## config.mk

```make
export PLATFORM = sky130hd
export DESIGN_NAME = transform_decoder
export DESIGN_NICKNAME = d
export VERILOG_FILES = /design/src/rtl/transform_dec_pkg.sv /design/src/rtl/two_of_five_dec.sv /design/src/rtl/transform_decoder.sv
export SDC_FILE = /design/constraint.sdc
export NUM_CORES = 1
export LEC_CHECK = 0
export ABC_AREA = 1
export CAP_MARGIN = 20
export CORE_MARGIN = 8
export CORE_UTILIZATION = 40
export CTS_BUF_LIST = sky130_fd_sc_hd__clkbuf_16
export DETAILED_ROUTE_END_ITERATION = 8
export GPL_TIMING_DRIVEN = 0
export PLACE_DENSITY = 0.68
export REMOVE_ABC_BUFFERS = 1
export SETUP_SLACK_MARGIN = 0.3
export SLEW_MARGIN = 20
export SYNTH_ARGS = -nofsm -noshare
export SYNTH_HDL_FRONTEND = slang
export SYNTH_SLANG_ARGS = --single-unit
```

## constraint.sdc

```tcl
create_clock -name clk -period 3.3 [get_ports clk]
set_clock_uncertainty 0.05 [all_clocks]
set_input_delay 0.66 -clock clk [delete_from_list [all_inputs] [get_ports clk]]
set_output_delay 0.66 -clock clk [all_outputs]
set_load 0.02 [all_outputs]
```

## src/rtl/transform_dec_pkg.sv

```systemverilog
// transform_dec_pkg: shared types, 2-of-5 code tables, range bounds and BCD helpers for transform_decoder
package transform_dec_pkg;

    typedef enum logic [1:0] {FMT_XS3, FMT_74210, FMT_63210, FMT_BIN} fmt_t;
    typedef enum logic [2:0] {IDLE, DIGIT, BIN, CHECK, OUT} state_t;
    typedef enum logic [1:0] {ERR_OK, ERR_CODE, ERR_RANGE, ERR_UNUSED} err_t;

    // Entry d sits at bits [5*d +: 5]
    localparam logic [49:0] TBL_74210 = {5'b10100, 5'b10010, 5'b10001, 5'b01100, 5'b01010,
                                         5'b01001, 5'b00110, 5'b00101, 5'b00011, 5'b11000};
    localparam logic [49:0] TBL_63210 = {5'b11000, 5'b10100, 5'b10010, 5'b10001, 5'b01100,
                                         5'b01010, 5'b01001, 5'b00101, 5'b00011, 5'b00110};

    localparam logic [9:0] MAX_XS3   = 10'd99;
    localparam logic [9:0] MAX_74210 = 10'd449;
    localparam logic [9:0] MAX_63210 = 10'd899;
    localparam logic [9:0] MAX_BIN   = 10'd999;

    function automatic logic [11:0] dabble_adjust(input logic [11:0] b);
        logic [11:0] r;
        r = b;
        for (int i = 0; i < 3; i++)
            if (r[i*4 +: 4] >= 4'd5) r[i*4 +: 4] = r[i*4 +: 4] + 4'd3;
        return r;
    endfunction

    function automatic logic [9:0] bcd_value(input logic [11:0] b);
        return 10'(b[11:8]) * 10'd100 + 10'(b[7:4]) * 10'd10 + 10'(b[3:0]);
    endfunction

endpackage

```

## src/rtl/two_of_five_dec.sv

```systemverilog
// two_of_five_dec: combinational 2-of-5 digit decoder for the 74210 or 63210 weight set
module two_of_five_dec
    import transform_dec_pkg::*;
(
    input  logic [4:0] code,
    input  logic       sel_63210,
    output logic [3:0] digit,
    output logic       valid
);

    logic [49:0] tbl;

    always_comb begin
        tbl = sel_63210 ? TBL_63210 : TBL_74210;
        digit = 4'd0;
        valid = 1'b0;
        for (int i = 0; i < 10; i++)
            if (code == tbl[i*5 +: 5]) begin
                digit = 4'(i);
                valid = 1'b1;
            end
    end

endmodule

```

## src/rtl/transform_decoder.sv

```systemverilog
// transform_decoder: multi-cycle coded-word to 3-digit BCD decoder; TRANSFORM_DEC_RANGE_CHECK_EN enables the range check (err 2)
module transform_decoder
    import transform_dec_pkg::*;
(
    input  logic        clk,
    input  logic        rst_n,
    input  logic        in_valid,
    output logic        in_ready,
    input  logic [14:0] code_in,
    input  logic [1:0]  fmt_in,
    output logic        out_valid,
    input  logic        out_ready,
    output logic [11:0] bcd_out,
    output logic [1:0]  err_code
);

    state_t      state, state_nx;
    fmt_t        fmt;
    err_t        err;
    logic [14:0] word;
    logic [1:0]  cnt;
    logic [3:0]  it;
    logic [11:0] bcd;
    logic [10:0] adj;
    logic [4:0]  code5;
    logic [3:0]  nib, dig, dig5;
    logic        dig_ok, ok5, in_range;

    assign in_ready  = state == IDLE;
    assign out_valid = state == OUT;
    assign bcd_out   = out_valid ? bcd : 12'd0;
    assign err_code  = out_valid ? err : ERR_OK;

    two_of_five_dec u_dec (
        .code      (code5),
        .sel_63210 (fmt == FMT_63210),
        .digit     (dig5),
        .valid     (ok5)
    );

    always_comb begin
        code5  = cnt == 2'd2 ? word[14:10] : cnt == 2'd1 ? word[9:5] : word[4:0];
        nib    = cnt == 2'd2 ? word[11:8] : cnt == 2'd1 ? word[7:4] : word[3:0];
        dig    = fmt == FMT_XS3 ? nib - 4'd3 : dig5;
        dig_ok = fmt == FMT_XS3 ? (nib >= 4'd3 && nib <= 4'd12) : ok5;
        adj    = 11'(dabble_adjust(bcd));
    end

`ifdef TRANSFORM_DEC_RANGE_CHECK_EN
    logic [9:0] val, lo, hi;

    always_comb begin
        val = bcd_value(bcd);
        lo = fmt == FMT_74210 ? MAX_XS3 + 10'd1 : fmt == FMT_63210 ? MAX_74210 + 10'd1 :
             fmt == FMT_BIN ? MAX_63210 + 10'd1 : 10'd0;
        hi = fmt == FMT_74210 ? MAX_74210 : fmt == FMT_63210 ? MAX_63210 :
             fmt == FMT_BIN ? MAX_BIN : MAX_XS3;
        in_range = val >= lo && val <= hi;
    end
`else
    assign in_range = 1'b1;
`endif

    always_comb begin
        state_nx = state;
        unique case (state)
            IDLE:    if (in_valid) state_nx = fmt_in == 2'd3 ? BIN : DIGIT;
            DIGIT:   if (cnt == 2'd0) state_nx = CHECK;
            BIN:     if (it == 4'd9) state_nx = CHECK;
            CHECK:   state_nx = OUT;
            OUT:     if (out_ready) state_nx = IDLE;
            default: state_nx = IDLE;
        endcase
    end

    always_ff @(posedge clk or negedge rst_n)
        if (!rst_n) state <= IDLE;
        else        state <= state_nx;

    // Unused-bit and binary-overflow errors are known at accept; later errors only land if none is set yet
    always_ff @(posedge clk or negedge rst_n) begin
        if (!rst_n) begin
            word <= '0;
            fmt  <= FMT_XS3;
            err  <= ERR_OK;
            cnt  <= '0;
            it   <= '0;
            bcd  <= '0;
        end else if (state == IDLE && in_valid) begin
            word <= code_in;
            fmt  <= fmt_t'(fmt_in);
            cnt  <= 2'd2;
            it   <= 4'd0;
            bcd  <= '0;
            err  <= ((fmt_in == 2'd0 && code_in[14:12] != 3'd0) ||
                     (fmt_in == 2'd3 && code_in[14:10] != 5'd0)) ? ERR_UNUSED :
                    (fmt_in == 2'd3 && code_in[9:0] > MAX_BIN) ? ERR_CODE : ERR_OK;
        end else if (state == DIGIT) begin
            bcd <= cnt == 2'd2 ? {dig, bcd[7:0]} :
                   cnt == 2'd1 ? {bcd[11:8], dig, bcd[3:0]} : {bcd[11:4], dig};
            cnt <= cnt - 2'd1;
            if (!dig_ok && err == ERR_OK) err <= ERR_CODE;
        end else if (state == BIN) begin
            {bcd, word[9:0]} <= {adj, word[9:0], 1'b0};
            it <= it + 4'd1;
        end else if (state == CHECK) begin
            if (err == ERR_CODE || err == ERR_UNUSED) bcd <= '0;
            else if (err == ERR_OK && !in_range)      err <= ERR_RANGE;
        end
    end

endmodule

```

==> results.cfg <==
[floorplan]
rows = 32
die-height_um = 104.7
start_util_pct = 40.92
io_pins = 37
coreArea_um2 = 7687
die-area_um2 = 10960
die_w_um = 104.7

[layout]
diodes = 0
final_cell_mix = nand2_1 (104), inv_1 (56), nand3_1 (45), nor2_1 (43), dfrtp_1 (40)
layout.nets = 527
drive_gt1_share_pct = 12.40
nFillCells = 798
final_common_cell = nand2_1
area_growth_pct = 20.09
final_area_um2 = 3777

[critical_path]
endpoint_kind = output pin
path_class = flop to output pin
crit_required_ps = 2590
worstPathArrival_ps = 2040
cp_max_fo = 17
critPathLaunchType = flop

[yosys]
synth_cell_types = 38
synth_area_leader_cell = dfrtp_1
synth.top_cell.area_share_pct = 31.82
yosysWarnings = 0
synthCells = 458
synthesis.area_um2 = 3146
synth.avg_cell_area_um2 = 6.868
synthTopCellsByArea = dfrtp_1 (32%), nand2_1 (13%), nand3_1 (7.2%), inv_1 (6.7%), ha_1 (5.6%)
synth_seq_cells = 40
yosysSeqAreaShare_pct = 31.82

[sta]
fmax_mhz = 363.5
worstMarginPinSlew_ps = 891.4
setup_viol = 0
rsz0062_at_grt = no
max_slew_margin_pct = 40.35
fin_crit_ps = 2751
slew_viol_final = 0
post-route-period-util_pct = 83.37
setup_tns_ps = 0
holdWs_ps = 200.8
finalHoldViolCount = 0

[clock_tree]
clk_pin_slew_ps = 60
cts_tree = yes
ctsHoldBuffers = 0
cts_sinks = 40
insertion_delay_ps = 290
numCtsBuffers = 5
h-tree-depth = 2
max-clock-path-buffers = 2
cts-root-buf = clkbuf_16

[run]
maxCapViolCount = 0

[placement]
place_hpwl_mm = 5.900
port_buffers = 36
dpl_cell_area_um2 = 3590
gp_congestion = 0.8824

[worst_hold_path]
hold_class = input port to asynchronous set/reset pin

[pwr]
ir_drop_mv = 0.6410
powerDensity_nw_per_um2 = 1167
leakage_uw = 0.001844

[grt]
grt.overflow.total = 0
grt_max_degree = 32
grt_pass1_wl_mm = 13.50
grt_use_total_pct = 14.39
grt_pass1_vias = 2997
antenna_found_initial = 0

[route]
post_drt_wl_per_cell_um = 12.76
wl_mm = 7.580
viasPerCell = 5.054
drtPass1Iterations = 4
drcViolationCount = 0
drtIter0Drc = 160
ant_nets = 0
num_vias = 3002

[outcome]
status = completed
## worst paths after layout
check / slack, ps / startpoint / to / cells past startpoint
min in group clk: 440 / word[13]$_DFFE_PN0P_ / word[13]$_DFFE_PN0P_ / 2
min: 200 / rst_n / word[5]$_DFFE_PN0P_ / 1
max reg2reg: 670 / state[2]$_DFFE_PN0P_ / bcd[1]$_DFFE_PN0P_ / 12
max: 550 / state[0]$_DFFE_PN0P_ / bcd_out[1] / 4
min reg2reg: 440 / word[13]$_DFFE_PN0P_ / word[13]$_DFFE_PN0P_ / 2
max in group asynchronous: 2540 / rst_n / bcd[9]$_DFFE_PN0P_ / 2
## stage by stage
step           power, uW  instances  utilization, %  setup slack (ps)
2_1_floorplan       3111        448               -              1035
3_3_place_gp        3691        586           46.50             138.2
3_5_place_dp        3773        587           46.70             128.5
4_1_cts             4415        594           49.10             418.5
5_1_grt             4898        594           49.14             328.3
6_report            4409        594           49.14             548.8
## cells by family (layout without fill, tap and decap cells)
family | count (synthesis) | in the layout | synth area share, %
AOI/OAI and AO/OA | 88 | 88 | 16.55
xor gates and xnor gates | 2 | 2 | 0.5570
adders and majority gates | 14 | 14 | 5.569
buffers and inverters | 80 | 114 | 10.38
DFF | 40 | 40 | 31.82
muxes | 2 | 2 | 0.6365
and+or+nand+nor | 232 | 232 | 34.49
## cell usage after synthesis (all sizes together)
library cell,n
a21o,1
a21oi,18
a22oi,4
a31oi,6
buf,5
clkbuf,5
clkinv,1
dfrtp,40
ha,14
inv,69
mux2i,2
nand2,116
nand3,49
nand4,5
nor2,51
nor3,6
o211ai,8
o21a,3
o21ai,44
o22ai,4
or2,5
xor2,2
## area by class of cell
class | count | area, um2 | share of cell area, %
Tap cell | 102 | 127.6 | 3.379
Multi-Input combinational cell | 338 | 1821 | 48.19
Sequential cell | 40 | 1001 | 26.50
Clock buffer | 5 | 125.1 | 3.312
Inverter | 70 | 267.8 | 7.088
Clock inverter | 2 | 60.06 | 1.590
Timing Repair Buffer | 37 | 375.4 | 9.937
## flip-flops by register name, summed over array words and instances (netlist names)
register and cells:
word 15, it 4, bcd 12, state 3, err 2, cnt 2, fmt 2
## what timing repair did
item	4_1_cts	5_1_grt
endpoints found under the setup margin	0	2
resized for setup	0	1
buffers inserted	0	0
## power by group
group,switching [uW],internal [uW],total (uW)
Sequential,186,725,911
Combinational,1890,978,2870
Clock,202,429,631
Total,2280,2130,4410
## worst max-delay path, stage by stage (launching register included)
cell,delay [ps]
dfrtp_1,410
nor2_1,140
nand2_1,360
nor2_1,200
clkdlybuf4s50_1,640
## layer usage
metal,up-vias,GRT usage [%],part of all wire (%)
met5,-,0,0
met4,0,4.077,0.99
met1,1391,18.78,50
met3,8,2.580,3.0
li1,1557,-,-
met2,46,23.82,46
No activity file was read; power rests on OpenSTA's default activity.
